===== config.mk =====
export PLATFORM = sky130hd
export DESIGN_NAME = rec_deser
export DESIGN_NICKNAME = d
export VERILOG_FILES = /design/src/rtl/rec_pkg.sv /design/src/rtl/sat_cnt.sv /design/src/rtl/rec_deser.sv
export SDC_FILE = /design/constraint.sdc
export NUM_CORES = 1
export LEC_CHECK = 0
export ABC_AREA = 1
export BUFFER_PORTS_ARGS = -buffer_cell sky130_fd_sc_hd__buf_2
export CAP_MARGIN = 30
export CORE_MARGIN = 3
export CORE_UTILIZATION = 35
export CTS_CLUSTER_SIZE = 30
export DETAILED_ROUTE_END_ITERATION = 7
export PLACE_DENSITY = 0.54
export SKIP_LAST_GASP = 1
export SYNTH_ARGS = -nofsm -noshare
export SYNTH_HDL_FRONTEND = slang
export SYNTH_HIERARCHICAL = 1
export SYNTH_SLANG_ARGS = --single-unit

===== constraint.sdc =====
create_clock -name clk -period 5.7 [get_ports clk]
set_clock_uncertainty 0.1 [all_clocks]
set_input_delay 0.285 -clock clk [delete_from_list [all_inputs] [get_ports clk]]
set_output_delay 0.285 -clock clk [all_outputs]
set_load 0.005 [all_outputs]

===== src/rtl/rec_pkg.sv =====
// Shared types for the record link: the packed record, the receiver FSM states
// and the default frame-start byte.
package rec_pkg;

   typedef struct packed {
      byte        a;
      byte        b;
      logic [7:0] t;
   } rec_t;

   typedef enum logic [2:0] {HUNT, FA, FB, FT, CK} st_t;

   localparam logic [7:0] DEF_SYNC = 8'hA5;

endpackage


===== src/rtl/sat_cnt.sv =====
// Saturating up-counter with synchronous active-high reset; holds at all-ones.
module sat_cnt #(
   parameter int unsigned W = 8
) (
   input  logic         clk,
   input  logic         rst,
   input  logic         inc,
   output logic [W-1:0] cnt
);

   always_ff @(posedge clk) begin
      if (rst) begin
         cnt <= '0;
      end else if (inc && (cnt != '1)) begin
         cnt <= cnt + W'(1);
      end
   end

endmodule


===== src/rtl/rec_deser.sv =====
// Byte-stream receiver: hunts for SYNC, collects a/b/t, verifies the XOR checksum
// and presents the rebuilt record on a valid/ready output register.
module rec_deser
   import rec_pkg::*;
#(
   parameter logic [7:0]  SYNC  = DEF_SYNC,
   parameter int unsigned CNT_W = 16,
   parameter int unsigned ERR_W = 8
) (
   input  logic              clk,
   input  logic              rst,
   input  logic [7:0]        in_data,
   input  logic              in_valid,
   output logic              in_ready,
   output rec_pkg::rec_t     out_rec,
   output logic              out_valid,
   input  logic              out_ready,
   output logic              err,
   output logic [CNT_W-1:0]  good_cnt,
   output logic [ERR_W-1:0]  err_cnt
);

   st_t        state_q, state_d;
   rec_t       shadow_q, shadow_d;
   logic [7:0] chk_q, chk_d;
   rec_t       out_rec_q;
   logic       out_valid_q;
   logic       err_q;
   logic [CNT_W-1:0] good_cnt_q;
   logic       accept;
   logic       load;
   logic       bad;

   // Only the checksum byte waits for the output slot; frame bytes always flow.
   assign in_ready = (state_q != CK) || !out_valid_q || out_ready;
   assign accept   = in_valid && in_ready;

   always_comb begin
      state_d  = state_q;
      shadow_d = shadow_q;
      chk_d    = chk_q;
      load     = 1'b0;
      bad      = 1'b0;
      case (state_q)
         HUNT: begin
            if (accept && (in_data == SYNC)) begin
               state_d = FA;
               chk_d   = SYNC;
            end
         end
         FA: begin
            if (accept) begin
               shadow_d.a = in_data;
               chk_d      = chk_q ^ in_data;
               state_d    = FB;
            end
         end
         FB: begin
            if (accept) begin
               shadow_d.b = in_data;
               chk_d      = chk_q ^ in_data;
               state_d    = FT;
            end
         end
         FT: begin
            if (accept) begin
               shadow_d.t = in_data;
               chk_d      = chk_q ^ in_data;
               state_d    = CK;
            end
         end
         CK: begin
            if (accept) begin
               if (in_data == chk_q) begin
                  load = 1'b1;
               end else begin
                  bad      = 1'b1;
                  shadow_d = '0;
               end
               state_d = HUNT;
            end
         end
         default: state_d = HUNT;
      endcase
   end

   always_ff @(posedge clk) begin
      if (rst) begin
         state_q     <= HUNT;
         shadow_q    <= '0;
         chk_q       <= '0;
         out_rec_q   <= '0;
         out_valid_q <= 1'b0;
         err_q       <= 1'b0;
         good_cnt_q  <= '0;
      end else begin
         state_q     <= state_d;
         shadow_q    <= shadow_d;
         chk_q       <= chk_d;
         // A load in the pop cycle keeps valid high, giving back-to-back records.
         out_valid_q <= load || (out_valid_q && !out_ready);
         err_q       <= bad;
         if (load) begin
            out_rec_q  <= shadow_q;
            good_cnt_q <= good_cnt_q + CNT_W'(1);
         end
      end
   end

   sat_cnt #(
      .W (ERR_W)
   ) u_err_cnt (
      .clk (clk),
      .rst (rst),
      .inc (bad),
      .cnt (err_cnt)
   );

   assign out_rec   = out_rec_q;
   assign out_valid = out_valid_q;
   assign err       = err_q;
   assign good_cnt  = good_cnt_q;

endmodule


* Word level (Yosys, flattened, before mapping)
Cells that the tools add are included.
Storage, ports and cells: logic and storage cells 71, bits of input ports 12, output and inout bits 51, flip-flop bits (word level) 85
Operators by class: reduce and logical (&&, ||, !) cells 20, multiplexer cells 21, bitwise gates (word level) 1, add/sub/neg operators 2, equal/unequal tests 15
Operators by type and width (count):
- case mux 8 bit (2 select lines) | 4
- 2-to-1 mux 24 bit | 2
- 2-to-1 mux 8 bit | 3
- adder 16 x 1 -> 16 bit, second input constant | 1
- 2-to-1 mux 3 bit | 5
- case mux 3 bit (5 select lines) | 1
- != test 2 bit, second input constant | 6
- AND reduction 4 bit | 3
- adder 8 x 1 -> 8 bit, second input constant | 1
- equality test 8 bit | 1
- equality test 8 bit, second input constant | 1
- != test 8 bit, second input constant | 1
- nonzero test 2 bit | 4
- bitwise XOR 8 bit | 1
- equality test 3 x 2 -> 1 bit, second input constant | 2
- 2-to-1 mux 1 bit | 6
- AND reduction 5 bit | 1
- logical AND 1 bit | 4
- equality test 3 x 1 -> 1 bit, second input constant | 1
- equality test 3 bit, second input constant | 1
- logical NOT 3 bit | 1
- logical OR 1 bit | 3
- != test 3 bit, second input constant | 1
- AND reduction 3 bit | 1
- 3 further kinds | 4

* Longest topological paths before layout
depth in word-level cells 7, depth in mapped cells 15, depth with buffers taken out 14

* Cells and area by module
The synthesis kept the hierarchy.
By module, submodules not included:
- rec_deser | cells each 510, sequential area each 1541.5 µm², area each 3483.3 µm², times used 1
- sat_cnt | cells each 77, sequential area each 160.2 µm², area each 484.2 µm², times used 1

* Worst setup path after synthesis
No wires, ideal clock.
kind register -> register, from register state_q[1], to register u_err_cnt.cnt[3], path slack 3.894 ns, buffers on the path 2, stages on the path, launching flop included 13, data required time 5.485 ns, clock period less this slack 1.806 ns, arrival 1.591 ns, path through dfxtp_1 > nor2_2 > nand2_4 > nor3_4 > nand2_2 > buf_6 > inv_1 > buf_4 > inv_2 > nor2_1 > nand3_1 > nand2_1 > nor2_1
Between the ends: word-level cells in the longest chain between the ends 7
Ends and longest elaborated chain:
- from (decl) | line rec_deser.sv:23 | st_t state_q, state_d;
- from (signal assigned) | line rec_deser.sv:97 | state_q <= state_d;
- != test 3 bit | line rec_deser.sv:35 | assign in_ready = (state_q != CK) || !out_valid_q || out_ready;
- logical OR 1 bit (2 in a row) | line rec_deser.sv:35
- logical AND 1 bit | line rec_deser.sv:36 | assign accept = in_valid && in_ready;
- 2-to-1 mux 1 bit | line rec_deser.sv:73 | if (accept) begin
- 2-to-1 mux 1 bit (*) | line rec_deser.sv:44 | case (state_q)
- named net bad | line rec_deser.sv:32 | logic bad;
- logical AND 1 bit (*) | line sat_cnt.sv:14 | end else if (inc && (cnt != '1)) begin
- to (signal assigned) | line sat_cnt.sv:15 | cnt <= cnt + W'(1);
- to (decl) | line sat_cnt.sv:8 | output logic [W-1:0] cnt
Mark *: on every way through the listed nets, which the timed path passes. The rest lies on a longest branch. A chain may end at the register's enable or synchronous reset.

* Worst setup path in the final report
from register chk_q[2], to register u_err_cnt.cnt[2]
Between the ends: word-level cells in the longest chain between the ends 5
Ends and longest elaborated chain:
- from (decl) | line rec_deser.sv:25 | logic [7:0] chk_q, chk_d;
- from (signal assigned) | line rec_deser.sv:99 | chk_q <= chk_d;
- equality test 8 bit | line rec_deser.sv:74 | if (in_data == chk_q) begin
- 2-to-1 mux 1 bit | line rec_deser.sv:74
- 2-to-1 mux 1 bit | line rec_deser.sv:73
- 2-to-1 mux 1 bit | line rec_deser.sv:44
- named net bad | line rec_deser.sv:32
- logical AND 1 bit | line sat_cnt.sv:14
The timed path passes the listed nets, and every way through them passes these cells.

==> results <==
- Cell internal power was estimated by the tool at 0.00117 W.
- By instance count, the cell type seen most on the critical path is sky130_fd_sc_hd__nand2_1.
- The run finished with clean final reports.
- Dividing total power by cell area gives a power density of 351 nW/um^2.
- Routability-driven placement finished with a final weighted congestion of 0.825.
- Dividing the detail-routed wire length by the instance count gives 12.2 um.
- The die covers 12600 um^2.
- The layout has 1175 filler cells.
- OpenSTA, run right after detailed placement, puts the worst setup slack at 3.35 ns.
- The maximum number of pins on one net before global-route repair is 48.
- The portion of the post-synthesis area used by sequential elements is 42.9%.
- For this configuration, the core starts out at a cell density of 36.3%.
- Detailed placement finished with a half-perimeter wire length of 6.76 mm.
- The share of the cycle needed by the critical path after routing is 39.8%.
- The analysis attributes to net switching a power of 0.000478 W.
- In this run the register-to-register setup slack is 3.43 ns.
- The data required time at the worst endpoint is 5.84 ns.
- The synthesized design contains 85 register bits.
- Hold timing on the final database bottoms out at a slack of 0.251 ns.
- The max capacitance violation total is 0.
- The via count of the first global-routing pass is 3515.
- The TritonCTS clock tree is yes.
- In this run, post-CTS repair resized a total of 0 instances.
- The Yosys step of the flow raised 6 warnings.
- The post-synthesis average cell area is 6.76 um^2.
- The detail route stage leaves a number of antenna-violating nets equal to 0.
- The worst-skew pair later-pin latency is 0.34 ns.
- Once placement finished, the instance area stood at 4360 um^2.
- The finished cells cover 4700 um^2.
- The final hold violation count is 0.
- Setup violations remaining at the end of the flow were counted as 0.
- The clock network fraction of design power is 40.5%.
- In this run the number of H-tree levels came out at 3.
- For this design the static power due to leakage is 2.00 nW.
- The slowest stage of the critical path is the sky130_fd_sc_hd__nand2_2 cell.
- The most critical setup path has its startpoint at chk_q[2].
- The non-filler instance count after layout is 787.
- The total grt overflow is 0.
- For the worst flop-to-flop path, the logic depth is 12.
- The total buffers and inverters traversed by the critical path is 3.
- In the routed design, unresolved DRC markers number 0.
- The master cell of the clock root buffer is sky130_fd_sc_hd__clkbuf_16.
- The worst hold-check path type is in -> reg.
- The initial DRC count is 218.
- The first detailed-routing pass ran for 4 iterations.
- The gate count after technology mapping is 587.
- The layout-stage area growth over the synthesis result is 18.4%.
- The per-cell via count in the routed design is 4.78.
- The number of rows in the core area is 38.
- The post-CTS setup-driven buffer insertion count is 0.
- The hold buffer count at cts is 0.
- The number of I/O port buffers is 62.
- The share of total power dissipated in sequential elements is 41.4%.
- In this run the tightest slew margin relative to its limit is 55.9%.
- The cell family contributing the most delay on the critical path is simple AND/OR/NAND/NOR gates.
- On the worst path, the slowest cell contributes a delay of 0.39 ns.
- In this run, placement finished with an instance count of 771.
- The endpoint identified for the worst register-to-register timing path is u_err_cnt/cnt[2].
- The critical path runs through a total of 12 cells.
- The repair_antennas step left the layout with diodes totalling 0.
- Setup total negative slack on the finished layout was measured at 0 ns.
- Setup repair after global routing left no endpoint under its margin.
- The count of vias placed by the detailed router is 3758.
- The switching portion of total power is 29.0%.
- The achievable frequency is 0.440 GHz.
- Walking the worst path, the cells encountered are inv_1 > nand2_1 > nand2_1 > nand2_1 > nor2_1 > nand2_1 > nand2_2 > inv_1 > a21oi_1 > nor2_1 > o21ai_1 > inv_1.
- The startpoint type of the worst setup path is a flip-flop.
- Counting along the longest clock path gives a buffer depth of 2.
- The count of distinct cell types in the synthesized netlist is 26.
- The clock period could shrink to 2.27 ns.
- The number of nets handed over by synthesis was 601.
- The relative contribution of combinational cells to total power is 18.0%.
- Global routing used 15.8% of the available tracks across all layers.
- Clock tree synthesis inserted a total of 9 buffers.
- The net total in the final layout is 656.
- The clock net in this run drives a total of 85 sinks.
- The cell area after synthesis is 3970 um^2.
- The x dimension of the die is 112 um.
- The number of top-level design ports is 63.
- The start-to-end type of the worst setup path is reg -> reg.
- The number of slew-limit violations in the final report was 0.
- After layout, the worst setup slack is 3.43 ns.
- At the pin with the least slew margin, the transition time is 0.662 ns.
- The fraction of layout cells with a size suffix above 1 is 15.6%.
- The number of antenna violations at the first check in global routing is 0.
- The sort of element at the end of the critical path is a flip-flop.
- The die is 112 um tall.
- The largest fanout of any net on the critical path is 23.
- STA puts the critical path data arrival time at 2.41 ns.
- The wire length reported by the detailed router is 9.57 mm.
- The first global-routing pass estimated 16.4 mm of wire.
- The last element of the critical path is u_err_cnt/cnt[2].
- The peak ir drop on the vdd network is 131 uV.
- The region available for standard cell placement spans 10900 um^2.
- The clock slew seen by the registers of the worst setup and hold paths is 0.06 ns.
- The startpoint identified for the worst register-to-register timing path is chk_q[2].
cell usage in the layout (no fill, tap or decap):
master / netlist / final
sky130_fd_sc_hd__inv_1: 68 / 68
sky130_fd_sc_hd__nor2_1: 89 / 89
sky130_fd_sc_hd__nor2_2: 4 / 4
sky130_fd_sc_hd__nand2_1: 144 / 144
sky130_fd_sc_hd__nor3_4: 1 / 1
sky130_fd_sc_hd__clkbuf_16: 0 / 9
sky130_fd_sc_hd__clkinv_1: 1 / 1
sky130_fd_sc_hd__xnor2_1: 4 / 4
sky130_fd_sc_hd__nor3_1: 1 / 1
sky130_fd_sc_hd__clkinv_2: 0 / 1
sky130_fd_sc_hd__nand3_1: 44 / 44
sky130_fd_sc_hd__clkinvlp_4: 0 / 1
sky130_fd_sc_hd__nand3b_2: 1 / 1
sky130_fd_sc_hd__buf_2: 2 / 62
sky130_fd_sc_hd__ha_1: 2 / 2
sky130_fd_sc_hd__bufinv_16: 0 / 3
sky130_fd_sc_hd__nand3_2: 4 / 4
sky130_fd_sc_hd__o21ai_0: 23 / 23
sky130_fd_sc_hd__buf_4: 2 / 1
sky130_fd_sc_hd__clkinv_4: 0 / 1
sky130_fd_sc_hd__nand4_1: 10 / 10
sky130_fd_sc_hd__inv_2: 4 / 4
sky130_fd_sc_hd__a21oi_1: 67 / 67
sky130_fd_sc_hd__o21ai_2: 1 / 1
sky130_fd_sc_hd__nand2_4: 1 / 1
sky130_fd_sc_hd__o21ai_1: 6 / 6
sky130_fd_sc_hd__clkbuf_1: 10 / 1
sky130_fd_sc_hd__xor2_1: 1 / 1
sky130_fd_sc_hd__nand2_2: 6 / 6
sky130_fd_sc_hd__buf_16: 0 / 1
sky130_fd_sc_hd__dfxtp_1: 85 / 85
kinds of logic (layout without fill, tap and decap cells):
| kind of cell | count (synthesis) | after routing | share of synthesized area, % |
|---|---|---|---|
| and+or+nand+nor | 305 | 305 | 32.9 |
| AOI/OAI and AO/OA | 97 | 97 | 12.3 |
| buffers and inverters | 93 | 153 | 10.2 |
| DFF | 85 | 85 | 42.9 |
| xor gates and xnor gates | 5 | 5 | 1.10 |
| adders and majority gates | 2 | 2 | 0.631 |
power by group through the flow:
| stage | Sequential (W) | Combinational [W] | Clock [W] |
|---|---|---|---|
| final | 0.000682 | 0.000297 | 0.000668 |
| after global routing | 0.000689 | 0.000350 | 0.000711 |
| after CTS | 0.000681 | 0.000300 | 0.000688 |
| after detailed placement | 0.000695 | 0.000299 | 0 |
| after global placement | 0.000693 | 0.000295 | 0 |
| after floorplan | 0.000687 | 0.000236 | 0 |
worst min-delay path, stage by stage:
cell	delay, ns
sky130_fd_sc_hd__buf_2	0.08
sky130_fd_sc_hd__inv_1	0.03
sky130_fd_sc_hd__nand2_1	0.15
sky130_fd_sc_hd__a21oi_1	0.09
how the worst min path moves through the flow:
stage                start     endpoint  cells after the start
4_1_cts          out_ready    out_valid                      4
5_1_grt          out_ready    out_valid                      4
6_report         out_ready    out_valid                      4
2_1_floorplan  out_rec[10]  out_rec[10]                      2
3_3_place_gp   out_rec[12]  out_rec[12]                      2
3_5_place_dp   out_rec[13]  out_rec[13]                      2
per-stage QoR:
stage               power [W]  utilization, %
finish                0.00165            43.0
global route          0.00175            43.0
CTS                   0.00167            43.0
detailed placement   0.000993            39.9
global placement     0.000988            39.6
floorplan            0.000923               -
Yosys cell counts:
cell / number / area (um^2)
sky130_fd_sc_hd__nand2_1: 144 / 541
sky130_fd_sc_hd__inv_2: 4 / 15.0
sky130_fd_sc_hd__nand4_1: 10 / 62.6
sky130_fd_sc_hd__nor3_1: 1 / 5.00
sky130_fd_sc_hd__nand2_4: 1 / 11.3
sky130_fd_sc_hd__buf_4: 2 / 15.0
sky130_fd_sc_hd__clkinv_1: 1 / 3.75
sky130_fd_sc_hd__nor2_1: 89 / 334
sky130_fd_sc_hd__o21ai_0: 23 / 115
sky130_fd_sc_hd__inv_1: 68 / 255
sky130_fd_sc_hd__o21ai_2: 1 / 8.76
sky130_fd_sc_hd__clkbuf_1: 10 / 37.5
sky130_fd_sc_hd__nand2_2: 6 / 37.5
sky130_fd_sc_hd__a21oi_1: 67 / 335
sky130_fd_sc_hd__nand3_1: 44 / 220
sky130_fd_sc_hd__buf_6: 6 / 67.6
sky130_fd_sc_hd__nor2_2: 4 / 25.0
sky130_fd_sc_hd__dfxtp_1: 85 / 1700
sky130_fd_sc_hd__buf_2: 2 / 10.0
sky130_fd_sc_hd__nor3_4: 1 / 16.3
sky130_fd_sc_hd__xnor2_1: 4 / 35.0
sky130_fd_sc_hd__ha_1: 2 / 25.0
sky130_fd_sc_hd__nand3b_2: 1 / 11.3
sky130_fd_sc_hd__o21ai_1: 6 / 30.0
sky130_fd_sc_hd__xor2_1: 1 / 8.76
sky130_fd_sc_hd__nand3_2: 4 / 40.0
area by class of cell:
cell class                 instances  area, um^2  area share (%)
clock buffer                      10         229            4.87
clock inverter                     6         111            2.37
inverter                          73         274            5.83
multi-input combinational        409        1860            39.6
sequential                        85        1700            36.2
tap                              140         175            3.73
timing repair buffer              64         345            7.35
state kept, by name, indices dropped and copies added, names as in the netlist:
| signal | count |
|---|---|
| err | 1 |
| u_err_cnt/cnt | 8 |
| shadow_q | 24 |
| out_rec | 24 |
| chk_q | 8 |
| good_cnt | 16 |
| state_q | 3 |
| out_valid | 1 |
per-layer routing:
layer	global-route usage (%)	part of all wire (%)	vias up
li1	-	-	1969
met1	20.0	49	1714
met2	26.0	45	61
met3	2.75	3.9	14
met4	7.45	2.1	0
met5	0	0	-
Note: power is estimated with default switching activity, not from simulation.
